**src/rtl/mul_div_unit.sv**
```systemverilog
// rtl/mul_div_unit.sv - iterative 32-cycle unsigned multiply / restoring divide unit
//
// Ports:
//   clk      rising-edge clock
//   rst      asynchronous active-low reset
//   start    operation request, sampled only while not busy
//   Signal   2'b00 MULTU, 2'b01 DIVU, 2'b1x reserved (ignored)
//   dataA    multiplicand / dividend
//   dataB    multiplier / divisor
//   busy     high while iterating
//   done     one-cycle completion pulse
//   hi       product[63:32] or remainder
//   lo       product[31:0] or quotient
//   divZero  last DIVU had a zero divisor; cleared by the next accepted start
module mul_div_unit #(
    parameter int WIDTH = 32
) (
    input  logic             clk,
    input  logic             rst,
    input  logic             start,
    input  logic [1:0]       Signal,
    input  logic [WIDTH-1:0] dataA,
    input  logic [WIDTH-1:0] dataB,
    output logic             busy,
    output logic             done,
    output logic [WIDTH-1:0] hi,
    output logic [WIDTH-1:0] lo,
    output logic             divZero
);

    localparam int CW = $clog2(WIDTH);

    typedef enum logic [1:0] {
        S_IDLE,
        S_MUL,
        S_DIV,
        S_DONE
    } state_t;

    state_t           r_state;
    logic [CW-1:0]    r_cnt;
    logic [WIDTH-1:0] r_opnd;   // multiplicand (MUL) or divisor (DIV)
    logic [WIDTH-1:0] r_hw;     // partial product high / partial remainder
    logic [WIDTH-1:0] r_lw;     // multiplier bits / dividend shifting into quotient

    logic             w_accept;
    logic             w_last;
    logic [WIDTH:0]   w_add;
    logic [WIDTH-1:0] w_mul_hw;
    logic [WIDTH-1:0] w_mul_lw;
    logic [WIDTH:0]   w_rem_sh;
    logic             w_qbit;
    logic [WIDTH-1:0] w_div_hw;
    logic [WIDTH-1:0] w_div_lw;
    logic [WIDTH-1:0] w_next_hw;
    logic [WIDTH-1:0] w_next_lw;

    assign w_accept = start && !Signal[1] && (r_state == S_IDLE || r_state == S_DONE);
    assign w_last   = (r_cnt == CW'(WIDTH - 1));

    always_comb begin
        // Shift-add: the low word holds the not-yet-consumed multiplier bits;
        // each step the product (with the carry of the add) shifts right by one.
        w_add = {1'b0, r_hw} + {1'b0, r_opnd};
        if (r_lw[0]) begin
            w_mul_hw = w_add[WIDTH:1];
            w_mul_lw = {w_add[0], r_lw[WIDTH-1:1]};
        end else begin
            w_mul_hw = {1'b0, r_hw[WIDTH-1:1]};
            w_mul_lw = {r_hw[0], r_lw[WIDTH-1:1]};
        end

        // Restoring division with a 33-bit trial value. When the subtract
        // succeeds the true difference is below 2^WIDTH, so a WIDTH-bit
        // subtract of the low bits gives the exact new remainder. A zero
        // divisor naturally yields all-ones quotient and remainder = dividend.
        w_rem_sh = {r_hw, r_lw[WIDTH-1]};
        w_qbit   = (w_rem_sh >= {1'b0, r_opnd});
        w_div_hw = w_qbit ? (w_rem_sh[WIDTH-1:0] - r_opnd) : w_rem_sh[WIDTH-1:0];
        w_div_lw = {r_lw[WIDTH-2:0], w_qbit};

        if (r_state == S_DIV) begin
            w_next_hw = w_div_hw;
            w_next_lw = w_div_lw;
        end else begin
            w_next_hw = w_mul_hw;
            w_next_lw = w_mul_lw;
        end
    end

    always_ff @(posedge clk or negedge rst) begin
        if (!rst) begin
            r_state <= S_IDLE;
            r_cnt   <= '0;
            r_opnd  <= '0;
            r_hw    <= '0;
            r_lw    <= '0;
            busy    <= 1'b0;
            done    <= 1'b0;
            hi      <= '0;
            lo      <= '0;
            divZero <= 1'b0;
        end else begin
            case (r_state)
                S_IDLE, S_DONE: begin
                    done <= 1'b0;
                    if (w_accept) begin
                        r_opnd  <= dataB;
                        r_hw    <= '0;
                        r_lw    <= dataA;
                        r_cnt   <= '0;
                        divZero <= 1'b0;
                        busy    <= 1'b1;
                        r_state <= Signal[0] ? S_DIV : S_MUL;
                    end else begin
                        busy    <= 1'b0;
                        r_state <= S_IDLE;
                    end
                end
                S_MUL, S_DIV: begin
                    r_hw  <= w_next_hw;
                    r_lw  <= w_next_lw;
                    r_cnt <= r_cnt + CW'(1);
                    if (w_last) begin
                        hi      <= w_next_hw;
                        lo      <= w_next_lw;
                        divZero <= (r_state == S_DIV) && (r_opnd == '0);
                        busy    <= 1'b0;
                        done    <= 1'b1;
                        r_state <= S_DONE;
                    end
                end
                default: begin
                    busy    <= 1'b0;
                    done    <= 1'b0;
                    r_state <= S_IDLE;
                end
            endcase
        end
    end

endmodule

```
**config.mk**
```make
export PLATFORM = sky130hd
export DESIGN_NAME = mul_div_unit
export DESIGN_NICKNAME = d
export VERILOG_FILES = /design/src/rtl/mul_div_unit.sv
export SDC_FILE = /design/constraint.sdc
export NUM_CORES = 1
export LEC_CHECK = 0
export CAP_MARGIN = 10
export CORE_MARGIN = 2
export CORE_UTILIZATION = 58
export CTS_BUF_LIST = sky130_fd_sc_hd__clkbuf_16
export DETAILED_ROUTE_END_ITERATION = 7
export GPL_ROUTABILITY_DRIVEN = 1
export PLACE_DENSITY = 0.89
export SLEW_MARGIN = 0
export SYNTH_ARGS = -nofsm -noshare
export SYNTH_HDL_FRONTEND = slang
export SYNTH_SLANG_ARGS = --single-unit
export TNS_END_PERCENT = 1
```
**constraint.sdc**
```tcl
create_clock -name clk -period 3.5 [get_ports clk]
set_input_delay 0.7 -clock clk [delete_from_list [all_inputs] [get_ports clk]]
set_output_delay 0.7 -clock clk [all_outputs]
set_load 0.05 [all_outputs]
```
# Yosys cells after proc, flatten, opt, wreduce, memory -nomap -nowiden
# Cells that the tools add are included.
[classes]
add_sub_neg = 3
order_cmp = 1
eq_ne = 6
n_mux = 23
n_reduce_logical = 12
[op_table]
columns = ["op", "n"]
rows = [
  ["$mux W32", 7],
  ["$pmux W32 S2", 2],
  ["$add A32 B32 Y33", 1],
  ["$ge A33 B32 Y1", 1],
  ["$logic_not A32 Y1", 1],
  ["$sub A32 B32 Y32", 1],
  ["$pmux W5 S2", 1],
  ["$mux W2", 3],
  ["$pmux W1 S2", 3],
  ["$reduce_and A2 Y1", 3],
  ["$add A5 B1 Y5 const B", 1],
  ["$eq A5 B5 Y1 const B", 1],
  ["$mux W1", 5],
  ["$mux W5", 1],
  ["$eq A2 B2 Y1 const B", 2],
  ["$ne A2 B2 Y1 const B", 2],
  ["$pmux W2 S2", 1],
  ["$reduce_or A2 Y1", 2],
  ["$logic_and A1 B1 Y1", 3],
  ["$eq A2 B1 Y1 const B", 1],
  ["$logic_not A2 Y1", 1],
  ["$logic_not A1 Y1", 1],
  ["$logic_or A1 B1 Y1", 1],
]
[totals]
regBits = 170
input_bits = 69
elab_cells = 55

# Depth between registers and ports, before layout
# Gate-level depths: netlist of run 1.
[depth]
depth_word = 5
ltp_mapped = 14

# Worst setup path before layout of run 1
# No wires, ideal clock.
[synth_timing]
path_type = "reg-to-reg"
start = "register r_hw[0]"
end = "register hi[29]"
setup_time_ns = 0.087
arrival_time_ns = 2.806
required_ns = 3.413
setup_slack_ns = 0.607
stages_incl_launch_ff = 12
cell_sequence = "dfrtp_1 > ha_1 > fa_1 > a21o_1 > a221oi_2 > o21ai_0 > a21bo_2 > a31oi_1 > o21ai_1 > mux2i_1 > o32a_1 > o211ai_1"
[synth_between]
elab_chain_cells = 3
[synth_rtl]
columns = ["element", "line", "rtl"]
rows = [
  ["start, declared", "43", "logic [WIDTH-1:0] r_hw;"],
  ["start signal, assigned", "121", "r_hw <= w_next_hw;"],
  ["$add A32 B32 Y33 (tied with other cells)", "64", "w_add = {1'b0, r_hw} + {1'b0, r_opnd};"],
  ["$mux W32 (on tied branches)", "65, 79", ""],
  ["$mux W32 (*)", "82", "if (r_state == S_DIV) begin"],
  ["end signal, assigned", "125", "hi <= w_next_hw;"],
  ["end, declared", "26", "output logic [WIDTH-1:0] hi,"],
]
# Mark *: on every way between the ends. The rest lies on a longest branch, timed or not.
# A chain may end at the register's enable or synchronous reset.

# Final worst setup path of run 1
[layout_timing]
start = "register r_opnd[1]"
end = "register hi[28]"
[layout_between]
elab_chain_cells = 3
[layout_rtl]
columns = ["element", "line", "rtl"]
rows = [
  ["start, declared", "42", "logic [WIDTH-1:0] r_opnd;"],
  ["start signal, assigned", "108", "r_opnd <= dataB;"],
  ["$add A32 B32 Y33 (tied with other cells)", "64", ""],
  ["$mux W32 (on tied branches)", "65, 79", ""],
  ["$mux W32 (*)", "82", ""],
]
# Marks and branches as above.

==> results of run 1 <==
-- Yosys cell counts, types with 8 or more instances --
cell type,instances
sky130_fd_sc_hd__a22o_1,14
sky130_fd_sc_hd__o31ai_1,21
sky130_fd_sc_hd__a21oi_1,119
sky130_fd_sc_hd__buf_2,16
sky130_fd_sc_hd__mux2_2,35
sky130_fd_sc_hd__ha_1,67
sky130_fd_sc_hd__inv_1,45
sky130_fd_sc_hd__o21ai_0,60
sky130_fd_sc_hd__nor3_1,15
sky130_fd_sc_hd__nor2b_1,17
sky130_fd_sc_hd__nor2_1,122
sky130_fd_sc_hd__mux2i_1,97
sky130_fd_sc_hd__a32o_1,12
sky130_fd_sc_hd__clkbuf_1,51
sky130_fd_sc_hd__nor4_1,12
sky130_fd_sc_hd__nand3_1,47
sky130_fd_sc_hd__nand2_1,105
sky130_fd_sc_hd__xor2_1,22
sky130_fd_sc_hd__a211oi_1,35
sky130_fd_sc_hd__buf_1,14
sky130_fd_sc_hd__nand4_1,20
sky130_fd_sc_hd__a21o_1,29
sky130_fd_sc_hd__a31oi_1,9
sky130_fd_sc_hd__dfrtp_1,170
sky130_fd_sc_hd__and3_1,15
sky130_fd_sc_hd__xnor2_1,32
sky130_fd_sc_hd__o211ai_1,18
sky130_fd_sc_hd__nand2b_1,8
-- registers in the layout, summed over array words and instances, names as in the netlist --
signal,count
r_opnd,32
r_hw,32
r_state,2
busy,1
r_lw,32
lo,32
divZero,1
r_cnt,5
hi,32
done,1
-- metrics by stage --
step | cell area [um^2] | hold slack [ps] | setup slack, ps | utilization | cells
after global routing | 14200 | 227 | 7.18 | 0.703 | 1713
after detailed placement | 13600 | 470 | 187 | 0.672 | 1681
after global placement | 13600 | 460 | 224 | 0.672 | 1681
after floorplan | 11900 | 404 | 607 | - | 1328
final | 14200 | 189 | 177 | 0.703 | 1713
after CTS | 14200 | 210 | 182 | 0.703 | 1713
-- worst min path at each step --
| stage | from | to | slack, ps | cells after the start |
|---|---|---|---|---|
| finish | rst | r_opnd[6]$_DFFE_PN0P_ | 190 | 1 |
| global route | rst | r_opnd[6]$_DFFE_PN0P_ | 230 | 1 |
| CTS | rst | r_opnd[6]$_DFFE_PN0P_ | 210 | 1 |
| detailed placement | lo[31]$_DFFE_PN0P_ | lo[31]$_DFFE_PN0P_ | 470 | 2 |
| global placement | busy$_DFFE_PN0N_ | busy$_DFFE_PN0N_ | 460 | 2 |
| floorplan | rst | busy$_DFFE_PN0N_ | 400 | 0 |
-- kinds of logic after synthesis --
logic type / share of synthesized area
compound gates: 0.218
simple gates: 0.150
flops: 0.357
buf+inv: 0.0449
mux: 0.116
fa+ha+maj: 0.0738
xor+xnor: 0.0397
-- layout make-up --
| class | count | area share |
|---|---|---|
| clock inverters | 15 | 0.0136 |
| repair buffers | 170 | 0.117 |
| clock buffers | 17 | 0.0300 |
| well taps | 270 | 0.0238 |
| multi-input cells | 1025 | 0.504 |
| flip-flops and latches | 170 | 0.300 |
| inverters | 46 | 0.0122 |
-- layer usage --
| metal | track usage | up-vias | share of wire |
|---|---|---|---|
| met5 | 0 | - | 0 |
| met1 | 0.455 | 5273 | 0.43 |
| met4 | 0.130 | 0 | 0.032 |
| li1 | - | 5077 | - |
| met3 | 0.0565 | 90 | 0.076 |
| met2 | 0.516 | 507 | 0.46 |
==> summary.md, run 1 <==
The run finished with clean final reports. The worst setup skew after layout was 12.9 ps; the fraction of layout instances using a drive strength above 1 was 0.0915. The run gives 10,900 as the total number of vias.

The most critical setup path has its endpoint at hi[28]$_DFFE_PN0P_. Buffers placed on the I/O ports in this run total 135. The worst register-to-register path has a setup slack of 180 ps. Dividing the detail-routed wire length by the instance count gives 20.5 um.

The number of maximum-capacitance violations came out at 0. Cell type of the slowest stage on the worst timing path: sky130_fd_sc_hd__dfrtp_1. The worst endpoint required time is 3810 ps, and the buffer count from post-CTS setup fixing is 0. The final layout contains 1,568 nets. The number of antenna diodes in the final layout is 0. The post-detailed-routing wire length was 35.1 mm.

The highest cell delay on the worst timing path works out to 560 ps. Leaving out fill and tap cells, the most frequent cell in the layout is sky130_fd_sc_hd__dfrtp_1. The buffer and inverter count on the worst path was 1. The worst register-to-register path ends at hi[28]$_DFFE_PN0P_. In this run the standard cell core region covers 20,200 um^2. The synthesized design contains 170 register bits. The critical path starts at r_opnd[1]$_DFFE_PN0P_. For the number of hold-repair buffers added at the cts stage, the log shows 0. Measured along the x axis, the die boundary spans 147 um.

The tools report the unique cell type count in the Yosys netlist as 76. The tools report the post-cts repair resize count as 0. In this run, CTS created clock tree buffers numbering 17.

Area of the die: 21,700 um^2. For this design the top-level I/O count stands at 136. Ratio of final minimum period to clock period: 0.950. CTS placed an instance of sky130_fd_sc_hd__clkbuf_16 at the clock tree root.

The number of sinks handled by clock tree synthesis is 170. Summed over all nets, the half-perimeter wirelength after detailed placement is 25.3 mm. For this run, the leading register cell type out of synthesis is sky130_fd_sc_hd__dfrtp_1. The area added between synthesis and finish is 19.2%. The initial antenna violation count is 0. Measured in cells, the most critical reg-to-reg path has a length of 11. TritonCTS built the clock tree. Timing would allow up to 301 MHz. Setup violations remaining at the end of the flow were counted as 0. The final weighted congestion in routability-driven placement was 0.975.

Ranked by total cell area, the synthesized netlist is headed by sky130_fd_sc_hd__dfrtp_1 (36%), sky130_fd_sc_hd__mux2i_1 (8.2%), sky130_fd_sc_hd__ha_1 (7.0%). The class of the tightest hold or removal check was input port to asynchronous set/reset pin. Setup repair after global routing left no endpoint under its margin.

The logs give 4250 um^2 for the area taken by flip-flops and latches and 10,600 for the number of global-route vias before repair. Walking the worst path, the cells encountered are inv_1, fa_1, a21o_1, a221o_2, a211oi_4, o221ai_2, o31ai_2, xor2_1, o21ai_1, a31oi_1, a21oi_1. In this design, the largest share of critical-path delay is due to compound AO/OA/AOI/OAI gates.

The tools report the maximum level of the CTS H-tree as 4. The tools report the startpoint of the most critical register-to-register path as r_opnd[1]$_DFFE_PN0P_. The first global-routing pass estimated 56.7 mm of wire.

For the number of pins with negative max-slew slack in the final report, the log shows 0. Using the TritonRoute via totals, the vias-per-cell ratio works out to 6.39. The total of fill cells in the finished design is 1,519, and the post-route antenna net violation count is 0. The average instance in the mapped netlist occupies 8.96 um^2.

The count of endpoints failing hold in the final timing report is 0. The fraction of registers with async set or reset after synthesis came out at 1.00. The sequential fraction of the synthesis area was 0.357; the number of synthesized flops with an enable pin was 0. The clock latency of the later-clocked register in the worst-skew pair is 450 ps, and the CTS clock-pin slew for the worst setup and hold paths is 80 ps. The worst setup path is launched from a register. For the pin with the worst max-slew slack, the measured transition is 871 ps. The die outline height came out at 147 um. The total overflow left after global routing is 0.

The library cells used most frequently in the layout, excluding fill and tap cells, are sky130_fd_sc_hd__dfrtp_1 (170), sky130_fd_sc_hd__clkdlybuf4s50_1 (134), sky130_fd_sc_hd__nor2_1 (122), sky130_fd_sc_hd__a21oi_1 (119), sky130_fd_sc_hd__nand2_1 (104). The pre-antenna-repair detailed-routing pass consisted of 6 iterations. Of all cell types, the one taking the most synthesized area is sky130_fd_sc_hd__dfrtp_1. Area occupied by multi-input gates: 7150 um^2.

The number of violations reported at the end of detailed-routing iteration 0 is 1,017, and the arrival time at the worst endpoint is 3630 ps. For this run, design rule violations remaining after detail routing come to 0. Counting buffers and inverters, the worst setup path is 11 cells deep. The clock period could shrink to 3320 ps. Max-slew headroom at the worst pin: 0.419. The cell area that synthesis handed to floorplanning was 11,900 um^2.

The portion of synthesized cell area occupied by the leading cell type is 0.357, and the pin count of the biggest net entering global routing is 88. The run gives 2 as the largest buffer count on any clock path. For the number of cell rows, the log shows 52. Category of the critical setup timing path: register to register. The number of nets handed over by synthesis was 1,466.

The run gives 0.328 as the total track usage. For the initial standard-cell utilization of the core, the log shows 0.590. The tools report the total of warnings raised by yosys as 0. The run gives 1,328 as the post-synthesis cell count.

Adding up every negative setup slack in the final design gives 0 ps. Along the worst path, the maximum fanout reaches 5. The category of the worst setup path capture point is a register.
Power of run 1 is not shown: default switching activity piles up to over one toggle a cycle in this logic, so the estimate is an artifact.
==> run 2: changes to the inputs <==
--- a/config.mk
+++ b/config.mk
@@ -9,8 +9,10 @@
 export CORE_MARGIN = 2
 export CORE_UTILIZATION = 58
 export CTS_BUF_LIST = sky130_fd_sc_hd__clkbuf_16
+export CTS_CLUSTER_DIAMETER = 60
 export DETAILED_ROUTE_END_ITERATION = 7
 export GPL_ROUTABILITY_DRIVEN = 1
+export GPL_TIMING_DRIVEN = 0
 export PLACE_DENSITY = 0.89
 export SLEW_MARGIN = 0
 export SYNTH_ARGS = -nofsm -noshare
==> summary.md, run 2 (synthesis results as in run 1) <==
The number of sinks handled by clock tree synthesis is 170 (unchanged), and the initial antenna violation count is 0 (unchanged). The run gives 2 (unchanged) as the largest buffer count on any clock path. The worst setup skew after layout is 15.8 ps (was 12.9 ps). For the total track usage, the log shows 0.390 (was 0.328). The number of buffer cells added on primary ports is 135 (unchanged).

The tools report the final weighted congestion in routability-driven placement as 1.01 (was 0.975). The tools report the category of the worst setup path capture point as a register (unchanged). The arrival time at the worst endpoint is 3720 ps (was 3630 ps). The post-detailed-routing wire length was 42.4 mm (was 35.1 mm). Post-placement worst setup slack: -419 ps (was 187 ps). The fraction of layout instances using a drive strength above 1 came out at 0.0927 (was 0.0915). The logs give 30.9 mm (was 25.3 mm) for the post-DP HPWL and 0 (unchanged) for the number of hold-repair buffers added at the cts stage. The run gives 11,700 (was 10,900) as the total number of vias. Startpoint of the most critical register-to-register path: r_hw[0]$_DFFE_PN0P_ (was r_opnd[1]$_DFFE_PN0P_). The sum of overflow across all layers after global routing is 0 (unchanged).

Leading cell types in the layout, fill and taps excluded: sky130_fd_sc_hd__dfrtp_1 (166), sky130_fd_sc_hd__clkdlybuf4s50_1 (134), sky130_fd_sc_hd__nor2_1 (122), sky130_fd_sc_hd__a21oi_1 (116), sky130_fd_sc_hd__nand2_1 (104) (was sky130_fd_sc_hd__dfrtp_1 (170), sky130_fd_sc_hd__clkdlybuf4s50_1 (134), sky130_fd_sc_hd__nor2_1 (122), sky130_fd_sc_hd__a21oi_1 (119), sky130_fd_sc_hd__nand2_1 (104)). Length of the first detailed-routing pass in iterations: 8 (was 6). Ratio of final minimum period to clock period: 0.981 (was 0.950). Max-slew headroom at the worst pin: 0.281 (was 0.419). The die outline height is 147 um (unchanged).

The logs give 136 (unchanged) for the number of placed I/O pins and 3780 ps (was 3810 ps) for the worst endpoint required time. The post-route minimum period is 3440 ps (was 3320 ps). The tools report the number of maximum-capacitance violations as 0 (unchanged). The post-route antenna net violation count is 0 (unchanged). For the number of cell rows, the log shows 52 (unchanged). The number of buffers created by CTS was 17 (unchanged).

The CTS clock-pin slew for the worst setup and hold paths was 80 ps (about the same). The tools report the worst setup margin as 64.9 ps (was 177 ps). The most frequent standard cell in the layout excluding fill and tap cells is sky130_fd_sc_hd__dfrtp_1 (unchanged). Worst reg-to-reg setup slack: 60 ps (was 180 ps). The logs give 120 (was 88) for the pin count of the biggest net entering global routing and 0 (unchanged) for the DRC violation count after routing. The pin slew with the least headroom to its limit came out at 1080 ps (was 871 ps).

The class of the tightest hold or removal check is input port to asynchronous set/reset pin (unchanged). The floorplan die width came out at 147 um (unchanged). The run gives 1,625 (was 1,568) as the final-stage net count.

Maximum level of the CTS H-tree: 4 (unchanged). The tools report the count of antenna diodes in the layout as 0 (unchanged). Category of the critical setup timing path: register to register (unchanged). For the wire length of the first global-routing pass, the log shows 65.2 mm (was 56.7 mm). End of the worst register-to-register path: r_hw[27]$_DFFE_PN0P_ (was hi[28]$_DFFE_PN0P_). The initial standard-cell utilization of the core was 0.590 (unchanged); the area added between synthesis and finish was 20.9% (was 19.2%). Number of pins with negative max-slew slack in the final report: 0 (unchanged). The logs give 291 MHz (was 301 MHz) for the maximum frequency from static timing analysis and 11,500 (was 10,600) for the number of global-route vias before repair. The library cell used as clock root buffer was sky130_fd_sc_hd__clkbuf_16 (unchanged). The type of element launching the critical path is a register (unchanged). The count of endpoints failing hold in the final timing report was 0 (unchanged); the number of cells on the worst reg-to-reg path was 11 (unchanged). The average routed wire per standard cell was 24.0 um (was 20.5 um). Final-report setup violation count: 0 (unchanged). TritonCTS built the clock tree. The area inside the core boundary was 20,200 um^2 (unchanged); the average vias per placed instance was 6.59 (was 6.39). The minimum hold slack was 151 ps (was 189 ps); the peak fanout along the critical path was 6 (was 5).

Setup repair after global routing could not meet its margin everywhere. The clock latency of the later-clocked register in the worst-skew pair came out at 450 ps (about the same). The flow ran to the end, and the final reports show no timing, DRC or antenna violations.

The number of violations reported at the end of detailed-routing iteration 0 was 1,140 (was 1,017). Area of the die: 21,700 um^2 (unchanged).
run 2: through the flow:
step | util | area, um^2 | TNS, ps | std cells
2_1_floorplan | - | 11900 | 0 | 1328
3_5_place_dp | 0.675 | 13600 | -1740 | 1734
3_3_place_gp | 0.674 | 13600 | -884310 | 1733
6_report | 0.714 | 14400 | 0 | 1770
4_1_cts | 0.708 | 14300 | -51.9 | 1766
5_1_grt | 0.714 | 14400 | -51.0 | 1770
run 2: layer usage:
layer	global-route usage	vias to the layer above	wire [um]
met5	0	-	0
met4	0.175	0	1910
met3	0.105	143	4410
met2	0.592	695	18700
met1	0.526	5633	17400
li1	-	5185	-
run 2: how the worst max path moves through the flow:
| stage | start | end | slack [ps] |
|---|---|---|---|
| floorplan | r_hw[0]$_DFFE_PN0P_ | hi[29]$_DFFE_PN0P_ | 610 |
| global placement | rst | r_hw[30]$_DFFE_PN0P_ | -5220 |
| detailed placement | r_opnd[0]$_DFFE_PN0P_ | r_hw[27]$_DFFE_PN0P_ | -420 |
| CTS | r_opnd[0]$_DFFE_PN0P_ | r_hw[27]$_DFFE_PN0P_ | -50 |
| global route | r_lw[31]$_DFFE_PN0P_ | r_hw[28]$_DFFE_PN0P_ | -40 |
| finish | r_hw[0]$_DFFE_PN0P_ | r_hw[27]$_DFFE_PN0P_ | 60 |
run 2: area by class of cell:
cell class | count | area (um^2)
tap | 270 | 338
buffer | 87 | 367
clock inverter | 15 | 188
multi-input combinational | 1025 | 7230
clock buffer | 17 | 425
timing repair buffer | 140 | 1410
sequential | 170 | 4260
fill | 1562 | 5780
inverter | 46 | 173
run 2: timing repair:
item | CTS | global route
resized for setup | 6 | 23
endpoints found under the setup margin | 13 | 54
buffers inserted | 0 | 4
pin swaps | 0 | 7
run 2: worst max-delay path: stages, from the launching register on:
cell and delay, ps:
sky130_fd_sc_hd__dfrtp_2 460, sky130_fd_sc_hd__ha_2 220, sky130_fd_sc_hd__fa_1 400, sky130_fd_sc_hd__a21o_1 220, sky130_fd_sc_hd__a221oi_4 450, sky130_fd_sc_hd__o211ai_1 280, sky130_fd_sc_hd__a211oi_4 420, sky130_fd_sc_hd__o31ai_1 130
sky130_fd_sc_hd__xor2_1 190, sky130_fd_sc_hd__a21oi_2 260, sky130_fd_sc_hd__o31a_1 170, sky130_fd_sc_hd__o31ai_1 70
Power of run 2 is left out for the same reason.
